===== config.mk =====
export PLATFORM = sky130hd
export DESIGN_NAME = raster_walk_ctrl_flat
export DESIGN_NICKNAME = d
export VERILOG_FILES = /design/src/rtl/raster_pkg.sv /design/src/rtl/raster_walk_ctrl_if.sv /design/src/rtl/raster_smul_opsel.sv /design/src/rtl/raster_walk_ctrl.sv /design/src/flat_wrapper.sv
export SDC_FILE = /design/constraint.sdc
export NUM_CORES = 1
export LEC_CHECK = 0
export BUFFER_PORTS_ARGS = -buffer_cell sky130_fd_sc_hd__buf_2
export CORE_UTILIZATION = 30
export CTS_CLUSTER_SIZE = 24
export DETAILED_ROUTE_END_ITERATION = 7
export GPL_ROUTABILITY_DRIVEN = 0
export HOLD_SLACK_MARGIN = 0.12
export PLACE_DENSITY_LB_ADDON = 0.05
export REMOVE_ABC_BUFFERS = 1
export SKIP_CTS_REPAIR_TIMING = 1
export SYNTH_ARGS = -nofsm -noshare
export SYNTH_HDL_FRONTEND = slang
export SYNTH_HIERARCHICAL = 1
export SYNTH_SLANG_ARGS = --single-unit

===== constraint.sdc =====
create_clock -name clk -period 3.08 [get_ports clk]
set_input_delay 0.154 -clock clk [delete_from_list [all_inputs] [get_ports clk]]
set_output_delay 0.154 -clock clk [all_outputs]
set_load 0.03 [all_outputs]

===== src/rtl/raster_pkg.sv =====
// raster_pkg: shared types and default widths for the rasterizer edge-walk controller.
package raster_pkg;
  localparam int DEF_COORD_W = 10;
  localparam int DEF_COEF_W  = 11;
  localparam int DEF_CNT_W   = 16;
  typedef enum logic [2:0] {
    S_IDLE,
    S_ITER_START,
    S_INIT_E1,
    S_INIT_E2,
    S_EDGE_TEST,
    S_INTERPOLATE,
    S_ITER_NEXT
  } raster_walk_state_t;
  typedef enum logic [1:0] {
    EDGE0,
    EDGE1,
    EDGE2
  } edge_sel_t;
endpackage


===== src/rtl/raster_walk_ctrl_if.sv =====
// raster_walk_ctrl_if: set-up triangle handshake, bounding box and edge coefficients.
interface raster_walk_ctrl_if import raster_pkg::*; #(
  parameter int COORD_W = DEF_COORD_W,
  parameter int COEF_W  = DEF_COEF_W
);
  logic               tri_valid;
  logic               tri_ready;
  logic [COORD_W-1:0] bbox_min_x;
  logic [COORD_W-1:0] bbox_min_y;
  logic [COORD_W-1:0] bbox_max_x;
  logic [COORD_W-1:0] bbox_max_y;
  logic [COEF_W-1:0]  edge0_A;
  logic [COEF_W-1:0]  edge0_B;
  logic [COEF_W-1:0]  edge1_A;
  logic [COEF_W-1:0]  edge1_B;
  logic [COEF_W-1:0]  edge2_A;
  logic [COEF_W-1:0]  edge2_B;
  modport master (
    output tri_valid, bbox_min_x, bbox_min_y, bbox_max_x, bbox_max_y,
           edge0_A, edge0_B, edge1_A, edge1_B, edge2_A, edge2_B,
    input  tri_ready
  );
  modport slave (
    input  tri_valid, bbox_min_x, bbox_min_y, bbox_max_x, bbox_max_y,
           edge0_A, edge0_B, edge1_A, edge1_B, edge2_A, edge2_B,
    output tri_ready
  );
endinterface


===== src/rtl/raster_smul_opsel.sv =====
// raster_smul_opsel: 3:1 edge A/B operand mux feeding the shared setup multipliers.
module raster_smul_opsel import raster_pkg::*; #(
  parameter int COEF_W = DEF_COEF_W
) (
  input  edge_sel_t         sel_i,
  input  logic [COEF_W-1:0] e0_a_i,
  input  logic [COEF_W-1:0] e0_b_i,
  input  logic [COEF_W-1:0] e1_a_i,
  input  logic [COEF_W-1:0] e1_b_i,
  input  logic [COEF_W-1:0] e2_a_i,
  input  logic [COEF_W-1:0] e2_b_i,
  output logic [COEF_W-1:0] a_o,
  output logic [COEF_W-1:0] b_o
);
  always_comb begin
    a_o = sel_i == EDGE1 ? e1_a_i : sel_i == EDGE2 ? e2_a_i : e0_a_i;
    b_o = sel_i == EDGE1 ? e1_b_i : sel_i == EDGE2 ? e2_b_i : e0_b_i;
  end
endmodule


===== src/rtl/raster_walk_ctrl.sv =====
// raster_walk_ctrl: sequences edge-walk strobes over a latched bbox and counts emitted fragments.
module raster_walk_ctrl import raster_pkg::*; #(
  parameter int COORD_W = DEF_COORD_W,
  parameter int COEF_W  = DEF_COEF_W,
  parameter int CNT_W   = DEF_CNT_W
) (
  input  logic               clk,
  input  logic               rst_n,
  raster_walk_ctrl_if.slave  tri_if,
  output logic [COEF_W-1:0]  smul_a1,
  output logic [COEF_W:0]    smul_b1,
  output logic [COEF_W-1:0]  smul_a2,
  output logic [COEF_W:0]    smul_b2,
  output logic               do_idle,
  output logic               init_pos_e0,
  output logic               init_e1,
  output logic               init_e2,
  output logic               do_interpolate,
  output logic               step_x,
  output logic               step_y,
  input  logic               inside_triangle,
  input  logic [COORD_W-1:0] curr_x,
  input  logic [COORD_W-1:0] curr_y,
  input  logic               frag_valid,
  input  logic               frag_ready,
  output logic               busy,
  output logic               tri_done,
  output logic [CNT_W-1:0]   frag_count
);
  raster_walk_state_t state_q, state_d;
  logic [COORD_W-1:0] min_x_q, min_y_q, max_x_q, max_y_q;
  logic [CNT_W-1:0]   cnt_q, cnt_d;
  logic               done_q, done_d;
  logic               accept, degen, hs, nxt, more_x, more_y;
  edge_sel_t          sel;
  assign accept = state_q == S_IDLE && tri_if.tri_valid;
  assign degen  = tri_if.bbox_max_x < tri_if.bbox_min_x || tri_if.bbox_max_y < tri_if.bbox_min_y;
  assign hs     = frag_valid && frag_ready;
  assign nxt    = state_q == S_ITER_NEXT;
  // Stepping is gated by strict less-than, so max=all-ones never wraps
  assign more_x = curr_x < max_x_q;
  assign more_y = curr_y < max_y_q;
  always_comb begin
    state_d = state_q;
    case (state_q)
      S_IDLE:        state_d = accept && !degen ? S_ITER_START : S_IDLE;
      S_ITER_START:  state_d = S_INIT_E1;
      S_INIT_E1:     state_d = S_INIT_E2;
      S_INIT_E2:     state_d = S_EDGE_TEST;
      S_EDGE_TEST:   state_d = inside_triangle ? S_INTERPOLATE : S_ITER_NEXT;
      S_INTERPOLATE: state_d = hs ? S_ITER_NEXT : S_INTERPOLATE;
      S_ITER_NEXT:   state_d = more_x || more_y ? S_EDGE_TEST : S_IDLE;
      default:       state_d = S_IDLE;
    endcase
  end
  always_comb begin
    cnt_d  = accept ? '0
           : state_q == S_INTERPOLATE && hs && !(&cnt_q) ? cnt_q + CNT_W'(1) : cnt_q;
    done_d = accept && degen;
  end
  always_ff @(posedge clk) begin
    if (!rst_n) begin
      state_q <= S_IDLE;
      cnt_q   <= '0;
      done_q  <= 1'b0;
      min_x_q <= '0;
      min_y_q <= '0;
      max_x_q <= '0;
      max_y_q <= '0;
    end else begin
      state_q <= state_d;
      cnt_q   <= cnt_d;
      done_q  <= done_d;
      if (accept) begin
        min_x_q <= tri_if.bbox_min_x;
        min_y_q <= tri_if.bbox_min_y;
        max_x_q <= tri_if.bbox_max_x;
        max_y_q <= tri_if.bbox_max_y;
      end
    end
  end
  assign tri_if.tri_ready = state_q == S_IDLE;
  assign busy             = state_q != S_IDLE;
  assign init_pos_e0      = state_q == S_ITER_START;
  assign init_e1          = state_q == S_INIT_E1;
  assign init_e2          = state_q == S_INIT_E2;
  assign do_interpolate   = state_q == S_INTERPOLATE;
  assign step_x           = nxt && more_x;
  assign step_y           = nxt && !more_x && more_y;
  assign do_idle          = nxt && !more_x && !more_y;
  assign tri_done         = done_q || do_idle;
  assign frag_count       = cnt_q;
  assign sel              = init_e1 ? EDGE1 : init_e2 ? EDGE2 : EDGE0;
  assign smul_b1          = (COEF_W+1)'(min_x_q);
  assign smul_b2          = (COEF_W+1)'(min_y_q);
  raster_smul_opsel #(.COEF_W(COEF_W)) u_opsel (
    .sel_i  (sel),
    .e0_a_i (tri_if.edge0_A),
    .e0_b_i (tri_if.edge0_B),
    .e1_a_i (tri_if.edge1_A),
    .e1_b_i (tri_if.edge1_B),
    .e2_a_i (tri_if.edge2_A),
    .e2_b_i (tri_if.edge2_B),
    .a_o    (smul_a1),
    .b_o    (smul_a2)
  );
endmodule


===== src/flat_wrapper.sv =====
// flat-port wrapper written by rule: the top's interface ports become plain ports
module raster_walk_ctrl_flat import raster_pkg::*;
#(
  parameter int COORD_W = DEF_COORD_W,
  parameter int COEF_W  = DEF_COEF_W,
  parameter int CNT_W   = DEF_CNT_W
)
  (clk, rst_n, smul_a1, smul_b1, smul_a2, smul_b2, do_idle, init_pos_e0, init_e1, init_e2, do_interpolate, step_x, step_y, inside_triangle, curr_x, curr_y, frag_valid, frag_ready, busy, tri_done, frag_count, tri_if_tri_valid, tri_if_bbox_min_x, tri_if_bbox_min_y, tri_if_bbox_max_x, tri_if_bbox_max_y, tri_if_edge0_A, tri_if_edge0_B, tri_if_edge1_A, tri_if_edge1_B, tri_if_edge2_A, tri_if_edge2_B, tri_if_tri_ready);
  raster_walk_ctrl_if #(.COORD_W(COORD_W), .COEF_W(COEF_W)) tri_if_i ();
  input  logic clk;
  input  logic rst_n;
  output logic [COEF_W-1:0] smul_a1;
  output logic [COEF_W:0] smul_b1;
  output logic [COEF_W-1:0] smul_a2;
  output logic [COEF_W:0] smul_b2;
  output logic do_idle;
  output logic init_pos_e0;
  output logic init_e1;
  output logic init_e2;
  output logic do_interpolate;
  output logic step_x;
  output logic step_y;
  input  logic inside_triangle;
  input  logic [COORD_W-1:0] curr_x;
  input  logic [COORD_W-1:0] curr_y;
  input  logic frag_valid;
  input  logic frag_ready;
  output logic busy;
  output logic tri_done;
  output logic [CNT_W-1:0] frag_count;
  input wire logic [$bits(tri_if_i.tri_valid)-1:0] tri_if_tri_valid;
  input wire logic [$bits(tri_if_i.bbox_min_x)-1:0] tri_if_bbox_min_x;
  input wire logic [$bits(tri_if_i.bbox_min_y)-1:0] tri_if_bbox_min_y;
  input wire logic [$bits(tri_if_i.bbox_max_x)-1:0] tri_if_bbox_max_x;
  input wire logic [$bits(tri_if_i.bbox_max_y)-1:0] tri_if_bbox_max_y;
  input wire logic [$bits(tri_if_i.edge0_A)-1:0] tri_if_edge0_A;
  input wire logic [$bits(tri_if_i.edge0_B)-1:0] tri_if_edge0_B;
  input wire logic [$bits(tri_if_i.edge1_A)-1:0] tri_if_edge1_A;
  input wire logic [$bits(tri_if_i.edge1_B)-1:0] tri_if_edge1_B;
  input wire logic [$bits(tri_if_i.edge2_A)-1:0] tri_if_edge2_A;
  input wire logic [$bits(tri_if_i.edge2_B)-1:0] tri_if_edge2_B;
  output wire logic [$bits(tri_if_i.tri_ready)-1:0] tri_if_tri_ready;
  assign tri_if_i.tri_valid = tri_if_tri_valid;
  assign tri_if_i.bbox_min_x = tri_if_bbox_min_x;
  assign tri_if_i.bbox_min_y = tri_if_bbox_min_y;
  assign tri_if_i.bbox_max_x = tri_if_bbox_max_x;
  assign tri_if_i.bbox_max_y = tri_if_bbox_max_y;
  assign tri_if_i.edge0_A = tri_if_edge0_A;
  assign tri_if_i.edge0_B = tri_if_edge0_B;
  assign tri_if_i.edge1_A = tri_if_edge1_A;
  assign tri_if_i.edge1_B = tri_if_edge1_B;
  assign tri_if_i.edge2_A = tri_if_edge2_A;
  assign tri_if_i.edge2_B = tri_if_edge2_B;
  assign tri_if_tri_ready = tri_if_i.tri_ready;
  raster_walk_ctrl #(.COORD_W(COORD_W), .COEF_W(COEF_W), .CNT_W(CNT_W)) u_core (.clk(clk), .rst_n(rst_n), .tri_if(tri_if_i), .smul_a1(smul_a1), .smul_b1(smul_b1), .smul_a2(smul_a2), .smul_b2(smul_b2), .do_idle(do_idle), .init_pos_e0(init_pos_e0), .init_e1(init_e1), .init_e2(init_e2), .do_interpolate(do_interpolate), .step_x(step_x), .step_y(step_y), .inside_triangle(inside_triangle), .curr_x(curr_x), .curr_y(curr_y), .frag_valid(frag_valid), .frag_ready(frag_ready), .busy(busy), .tri_done(tri_done), .frag_count(frag_count));
endmodule

* Word level (Yosys, flattened, before mapping)
Index checks and enable logic that the tools add are counted.
** Word-level totals
- Bits in registers :: 60
- Bits of input ports :: 132
- Output and inout port bits :: 72
- Word-level logic and storage cells :: 53
** Operators by class
- $add $sub $neg :: 1
- Magnitude comparators :: 4
- Equal/unequal tests :: 8
- Multiplexer cells :: 11
- Bitwise operators :: 1
- Reduce and logical (&&, ||, !) cells :: 21
** Operator list (number)
- $mux W11 :: 4
- $lt A10 B10 Y1 :: 4
- $pmux W3 S7 :: 1
- $add A16 B1 Y16 const B :: 1
- $reduce_and A16 Y1 :: 1
- $logic_and A1 B1 Y1 :: 10
- $eq A3 B3 Y1 const B :: 3
- $mux W2 :: 4
- $eq A3 B2 Y1 const B :: 2
- $logic_not A1 Y1 :: 4
- $eq A3 B1 Y1 const B :: 1
- $logic_not A3 Y1 :: 1
- $logic_or A1 B1 Y1 :: 3
- $mux W3 :: 1
- $reduce_bool A3 Y1 :: 1
- $eq A2 B1 Y1 const B :: 1
- $eq A2 B2 Y1 const B :: 1
- $reduce_or A2 Y1 :: 1
- $mux W1 :: 1
- $not A1 Y1 :: 1

* Longest topological paths before layout
Gate-level depths: netlist of the first run.
- Word-level depth :: 6
- Gate-level depth with buffers :: 7
- Gate-level depth less buffers :: 7

* Cells and area by module
The synthesis of the first run kept the hierarchy.
** By module, submodules not included
- raster_walk_ctrl :: times used 1, cells each 432, area each 3512.1 um2, sequential area each 1201.2 um2
- raster_smul_opsel :: times used 1, cells each 74, area each 767.0 um2, sequential area each 0.0 um2

* Worst setup path after synthesis of the first run
Ideal clock, no wire load.
- Path type :: register -> output
- Start point :: register u_core.state_q[0]
- End point :: output port smul_a1[0]
- Arrival :: 2.296 ns
- Data required time :: 2.926 ns
- Slack :: 0.630 ns
- Stages on the path, launching flop included :: 7
- Buffers on the path :: 3
- Path through :: dfxtp_1 > buf_4 > or2b_2 > nor2_1 > buf_2 > buf_2 > mux2i_1
** Between the ends
- Elaborated cells between the ends (all ways) :: 8
** RTL lines
- from (decl) :: line raster_walk_ctrl.sv:30 : raster_walk_state_t state_q, state_d;
- from (signal assigned) :: line raster_walk_ctrl.sv:71 : state_q <= state_d;
- $eq A3 B2 Y1 (*) :: line raster_walk_ctrl.sv:85 : assign init_e1 = state_q == S_INIT_E1;
- via init_e1 :: line flat_wrapper.sv:18 : output logic init_e1;
- $mux W2 (*) :: line raster_walk_ctrl.sv:93 : assign sel = init_e1 ? EDGE1 : init_e2 ? EDGE2 : EDGE0;
- $eq A2 B2 Y1 :: line raster_smul_opsel.sv:16 : a_o = sel_i == EDGE1 ? e1_a_i : sel_i == EDGE2 ? e2_a_i : e0_a_i;
- $mux W11 :: line raster_smul_opsel.sv:16
- $mux W11 (*) :: line raster_smul_opsel.sv:16
- to (decl) :: line flat_wrapper.sv:12 : output logic [COEF_W-1:0] smul_a1;
The timed path passes the listed nets; every way through them passes the cells marked *.

* Worst setup path in the final report of the first run
- Start point :: register u_core.max_y_q[3]
- End point :: output port step_y
** Between the ends
- Cells in the longest elaborated chain, start to end :: 2
** RTL lines
- from (decl) :: line raster_walk_ctrl.sv:31 : logic [COORD_W-1:0] min_x_q, min_y_q, max_x_q, max_y_q;
- from (signal assigned) :: line raster_walk_ctrl.sv:78 : max_y_q <= tri_if.bbox_max_y;
- $lt A10 B10 Y1 :: line raster_walk_ctrl.sv:42 : assign more_y = curr_y < max_y_q;
- $logic_and A1 B1 Y1 :: line raster_walk_ctrl.sv:89 : assign step_y = nxt && !more_x && more_y;
- to (decl) :: line flat_wrapper.sv:22 : output logic step_y;
Every way passes these cells.

==> out/qor.yml, run 1 <==
p_comb_share_pct: 27.1
synth.distinct_cells: 56
intPower_mw: 1.62
wl_per_cell_um: 13.3
crit_type: "flop to output pin"
cp-end-kind: "output pin"
p_seq_share_pct: 35.9
clk_latency_ps: 320
start_kind: "flop"
switching_power_mw: 0.735
finalClockSkew_ps: 5.05
crit_chain: "inv_1, ha_1, a21o_1, a21oi_1, o221ai_1, a21oi_1, nor3b_1, buf_2"
hold_viol: 0
grt_pass1_wl_mm: 18.6
start_util_pct: 30.8
first_pass_iters: 5
numCtsBuffers: 9
synth_top_cell_by_area: "dfxtp_1"
avgSynthCellArea_sq_um: 8.46
timing.final.crit_share_pct: 79.1
worstReg2RegStart: "u_core/frag_count[0]$_SDFFE_PP0P_"
pwr-share-clk_pct: 37.0
drv_cap: 0
cts.sinks: 60
clk_path_buf_depth: 2
syn_inst: 506
core_area_sq_um: 13900
power_switching_share_pct: 31.2
power.leakage_nw: 2.68
hold_path.startpoint: "tri_if_bbox_min_y[7]"
rsz0062_at_grt: "no"
cts_tree: "yes"
synth-edff-count: 0
synth_area_leaders: "dfxtp_1, mux2i_1, ha_1"
viasPerCell: 4.70
mostFrequentLayoutCell: "buf_2"
place_area_sq_um: 5330
nets: 901
hpwlAfterDp_mm: 9.12
hold_path_class: "input pin to flop"
fmax_mhz: 411
crit_buf_inv: 2
grt_max_degree: 47
hold_end: "u_core/min_y_q[7]$_SDFFE_PN0P_"
ys.flop_type: "dfxtp_1"
layout_common_cells: "buf_2, nand2_1, mux2i_1"
worstMarginPinSlew_ps: 695
routed_wl_mm: 12.2
io_pins: 204
grt_usage_pct: 16.2
die_area_sq_um: 14700
report.final.slew_viol_count: 0
whs_ps: 103
synth_seq_cells: 60
fin_crit_ps: 2430
grt_use_met3_pct: 4.46
use_met2_pct: 28.1
required_ps: 2930
crit_path_top_delay_cell: "a21oi_1"
cpPeakStageDelay_ps: 420
setup_viol: 0
status: "finished, final reports clean"
grt_pass1_vias: 3924
final_cell_area_sq_um: 5950
antenna_found_initial: 0
port_buffers: 199
drc: 0
drtIter0Drc: 154
num_antenna_cells: 0
cts_max_level: 3
num_vias: 4304
arrival_ps: 2280
die_w_um: 121
seq_area_frac_synth_pct: 28.1
rrSetupSlack_ps: 1020
p_per_area_nw_per_um2: 396
vdd_drop_max_mv: 0.241
cp_top_family: "compound AO/OA/AOI/OAI gates"
cpMostUsedCell: "a21oi_1"
path_clk_slew_ps: 50
ys_async_sr_fraction_pct: 0
holdPathStages: 3
die_h_um: 121
overflow: 0
busiest_layer: "met2"
timing.rr.end: "u_core/frag_count[1]$_SDFFE_PP0P_"
syn_area_sq_um: 4280
yosysWarnings: 6
num_rows: 43
syn_to_final_growth_pct: 39.2
ant_nets: 0
fillers: 1453
crit_fanout: 4
relSlewSlack_pct: 53.7
synth_top_area_share_pct: 28.1
drive_gt1_share_pct: 31.5
ff2ff_path_depth: 6
cts-root-buf: "clkbuf_16"
met1_usage_pct: 19.3
-- sequential cells by signal, summed over array words and instances, names as in the netlist --
register           count
u_core/done_q          1
u_core/frag_count     16
u_core/max_x_q        10
u_core/max_y_q        10
u_core/min_x_q        10
u_core/min_y_q        10
u_core/state_q         3
-- area by class of cell --
class                   count  area, sq um  area share, %
multi-input cells         377         2700           45.4
well taps                 180          225           3.78
flip-flops and latches     60         1200           20.2
clock inverters             3         15.0          0.252
inverters                  41          154           2.58
clock buffers              12          236           3.97
repair buffers            243         1420           23.8
-- synthesized netlist by cell type, drive strengths merged (6+ instances only) --
library cell	count
a21boi	40
a21oi	13
buf	21
clkbuf	10
dfxtp	60
ha	37
inv	41
mux2i	67
nand2	96
nand3	6
nand4	6
nor2	23
nor3	7
o21ai	6
xnor2	6
-- power groups by stage --
stage / combinational [mW] / sequential [mW] / clock (mW)
global route: 0.708 / 0.852 / 0.954
floorplan: 0.328 / 0.899 / 0
finish: 0.638 / 0.847 / 0.872
global placement: 0.597 / 0.862 / 0
CTS: 0.611 / 0.848 / 0.902
detailed placement: 0.608 / 0.863 / 0
-- layer usage --
| metal | vias up | part of all wire (%) |
|---|---|---|
| met5 | - | 0 |
| met1 | 1980 | 44 |
| met4 | 0 | 1.2 |
| li1 | 2196 | - |
| met2 | 118 | 50 |
| met3 | 10 | 5.0 |
-- cells by family (layout without fill, tap and decap cells) --
family / after synthesis / count (layout) / share of synthesized area (%)
and+or+nand+nor: 171 / 171 / 19.0
AOI/OAI and AO/OA: 86 / 86 / 14.6
buffers and inverters: 72 / 299 / 9.30
muxes: 68 / 68 / 15.9
DFF: 60 / 60 / 28.1
adders and majority gates: 37 / 37 / 10.8
xor gates and xnor gates: 11 / 11 / 2.25
other: 1 / 4 / 0.0876
-- how the worst max path moves through the flow --
stage	from	to	slack, ps	depth (start not counted)
after global routing	u_core/max_x_q[7]$_SDFFE_PN0P_	step_x	440	8
final	u_core/max_y_q[3]$_SDFFE_PN0P_	step_y	650	8
after detailed placement	u_core/max_x_q[7]$_SDFFE_PN0P_	step_x	970	8
after global placement	u_core/max_x_q[7]$_SDFFE_PN0P_	step_x	950	8
after floorplan	u_core/state_q[0]$_SDFF_PN0_	smul_a1[0]	-1100	4
after CTS	u_core/max_x_q[7]$_SDFFE_PN0P_	step_x	590	8
-- metrics by stage --
step | cells | utilization (%) | total power, mW | TNS [ps] | setup WS (ps)
final | 916 | 42.9 | 2.36 | 0 | 645
after global routing | 916 | 42.9 | 2.51 | 0 | 443
after detailed placement | 864 | 38.4 | 1.47 | 0 | 972
after floorplan | 478 | - | 1.23 | -24230 | -1100
after global placement | 864 | 38.4 | 1.46 | 0 | 947
after CTS | 879 | 40.2 | 2.36 | 0 | 595
-- tightest hold or removal path, cell delays in order --
cell and delay, ps:
buf_2 110, nand2_1 50, a21boi_0 70
(Power assumes the default switching activity.)
==> run 2: changes to the inputs <==
Clock period 3.08 ns to 2.1 ns, I/O delays scaled along.
==> run 2 against run 1 <==
The run now ends with negative setup slack left. Global-route usage decreased by 0.28 points. Die area unchanged. Worst setup slack got worse by 770 ps. Utilization increased by 2.4 points. Combinational power increased by 58%. Hold slack improved by 75 ps. Critical path depth increased by 1. Sequential share of layout area decreased by 0.96 points. Flip-flop and latch count unchanged. Register-to-register slack got worse by 730 ps. Wire length increased by 2.2%. Critical path type unchanged.
==> out/qor.yml, run 2 (synthesis results as in run 1) <==
routed_wl_mm: 12.4  # was 12.2 mm
cp-end-kind: "output pin"  # unchanged
port_buffers: 199  # unchanged
arrival_ps: 2120  # was 2280 ps
hold_viol: 0  # unchanged
ant_nets: 0  # unchanged
grt_pass1_wl_mm: 18.4  # was 18.6 mm
grt_usage_pct: 15.9  # was 16.2%
required_ps: 2000  # was 2930 ps
start_kind: "flop"  # unchanged
report.final.slew_viol_count: 0  # unchanged
hpwlAfterDp_mm: 9.12  # about the same
switching_power_mw: 1.13  # was 0.735 mW
fillers: 1393  # was 1,453
dp.cells: 871  # was 864
cts.sinks: 60  # unchanged
power.leakage_nw: 2.79  # was 2.68 nW
cts-root-buf: "clkbuf_16"  # unchanged
drtIter0Drc: 137  # was 154
cts_tree: "yes"  # unchanged
num_rows: 43  # unchanged
overflow: 0  # unchanged
startpoint: "u_core/max_x_q[3]$_SDFFE_PN0P_"  # was u_core/max_y_q[3]$_SDFFE_PN0P_
finalPower_mw: 3.85  # was 2.36 mW
timing.rr.end: "u_core/frag_count[1]$_SDFFE_PP0P_"  # unchanged
syn_to_final_growth_pct: 46.9  # was 39.2%
power_switching_share_pct: 29.5  # was 31.2%
hold_path.startpoint: "rst_n"  # was tri_if_bbox_min_y[7]
multi_input_area_sq_um: 2800  # was 2700 sq um
antenna_found_initial: 0  # unchanged
start_util_pct: 30.8  # unchanged
path_clk_slew_ps: 60  # was 50 ps
drc: 0  # unchanged
drv_cap: 0  # unchanged
grt_max_degree: 47  # unchanged
clk_path_buf_depth: 2  # unchanged
status: "finished, violations left"  # was finished, final reports clean
worstReg2RegStart: "u_core/frag_count[1]$_SDFFE_PP0P_"  # was u_core/frag_count[0]$_SDFFE_PP0P_
fmax_mhz: 449
p_per_area_nw_per_um2: 612  # was 396 nW/um^2
core_area_sq_um: 13900  # unchanged
rsz0062_at_grt: "yes"  # was no
p_comb_share_pct: 26.2  # was 27.1%
die_w_um: 121  # unchanged
intPower_mw: 2.71  # was 1.62 mW
viasPerCell: 4.63  # was 4.70
io_pins: 204  # unchanged
layout_common_cells: "buf_2, nand2_1, mux2i_1"  # unchanged
nets: 911  # was 901
crit_end: "step_x"  # was step_y
rrSetupSlack_ps: 290  # was 1020 ps
wl_per_cell_um: 13.4  # was 13.3 um
vdd_drop_max_mv: 0.466  # was 0.241 mV
setup_ws_ps: -126  # was 645 ps
finalClockSkew_ps: 7.58  # was 5.05 ps
setup_viol: 4  # was 0
num_vias: 4291  # was 4,304
cts_max_level: 3  # unchanged
drive_gt1_share_pct: 34.5  # was 31.5%
largest_register_ffs: 16  # unchanged
p_seq_share_pct: 32.3  # was 35.9%
seq_area_sq_um: 1210  # was 1200 sq um
pwr-share-clk_pct: 41.5  # was 37.0%
die_h_um: 121  # unchanged
pre_cts_ws_ps: -96.2  # was 972 ps
worstMarginPinSlew_ps: 508  # was 695 ps
num_antenna_cells: 0  # unchanged
violations: "negative setup slack"
timing.final.crit_share_pct: 106
die_area_sq_um: 14700  # unchanged
grt_pass1_vias: 3821  # was 3,924
fin_crit_ps: 2230
crit_type: "flop to output pin"  # unchanged
relSlewSlack_pct: 65.2  # was 53.7%
crit_fanout: 5  # was 4
ff2ff_path_depth: 6  # unchanged
hold_path_class: "input pin to flop"  # unchanged
clk_latency_ps: 330  # was 320 ps
final_cells: 927  # was 916
whs_ps: 179  # was 103 ps
mostFrequentLayoutCell: "buf_2"  # unchanged
first_pass_iters: 4  # was 5
numCtsBuffers: 9  # unchanged
## run 2: how the worst min path moves through the flow
stage	endpoint	slack, ps	cells after the start
floorplan	u_core/state_q[0]$_SDFF_PN0_	210	2
global placement	u_core/min_x_q[0]$_SDFFE_PN0P_	360	3
detailed placement	u_core/min_x_q[7]$_SDFFE_PN0P_	370	3
CTS	u_core/min_y_q[9]$_SDFFE_PN0P_	8	3
global route	u_core/frag_count[1]$_SDFFE_PP0P_	220	3
finish	u_core/frag_count[1]$_SDFFE_PP0P_	180	3
## run 2: layout make-up
type | count | area share, %
tap | 180 | 3.58
clock inverter | 4 | 1.15
timing repair buffer | 253 | 25.1
sequential | 60 | 19.2
multi-input combinational | 377 | 44.6
clock buffer | 12 | 3.92
inverter | 41 | 2.45
## run 2: per-layer routing
metal  vias up  part of all wire (%)  track usage (%)
li1       2220                     -                -
met1      1954                    45             19.4
met2       109                    50             27.2
met3         8                   4.3             3.81
met4         0                   1.0             5.56
met5         -                     0                0
## run 2: power groups by stage
stage / logic [mW] / registers, mW / clock network, mW
finish: 1.01 / 1.24 / 1.60
global route: 1.11 / 1.25 / 1.69
CTS: 0.920 / 1.24 / 1.65
detailed placement: 0.916 / 1.26 / 0
global placement: 0.904 / 1.26 / 0
floorplan: 0.481 / 1.32 / 0
## run 2: through the flow
| step | setup TNS [ps] | utilization, % | area (sq um) |
|---|---|---|---|
| after floorplan | -71620 | - | 4050 |
| after global placement | -81.7 | 39.2 | 5440 |
| after detailed placement | -139 | 39.2 | 5440 |
| after CTS | -1640 | 41.5 | 5750 |
| after global routing | -836 | 45.3 | 6280 |
| final | -378 | 45.3 | 6280 |
## run 2: critical path: stages, from the launching register on
cell	delay, ps
dfxtp_2	330
inv_2	40
ha_4	210
a21o_1	160
a21oi_2	160
nor3b_2	80
nor4_4	340
buf_6	180
nor2b_4	140
buf_6	130
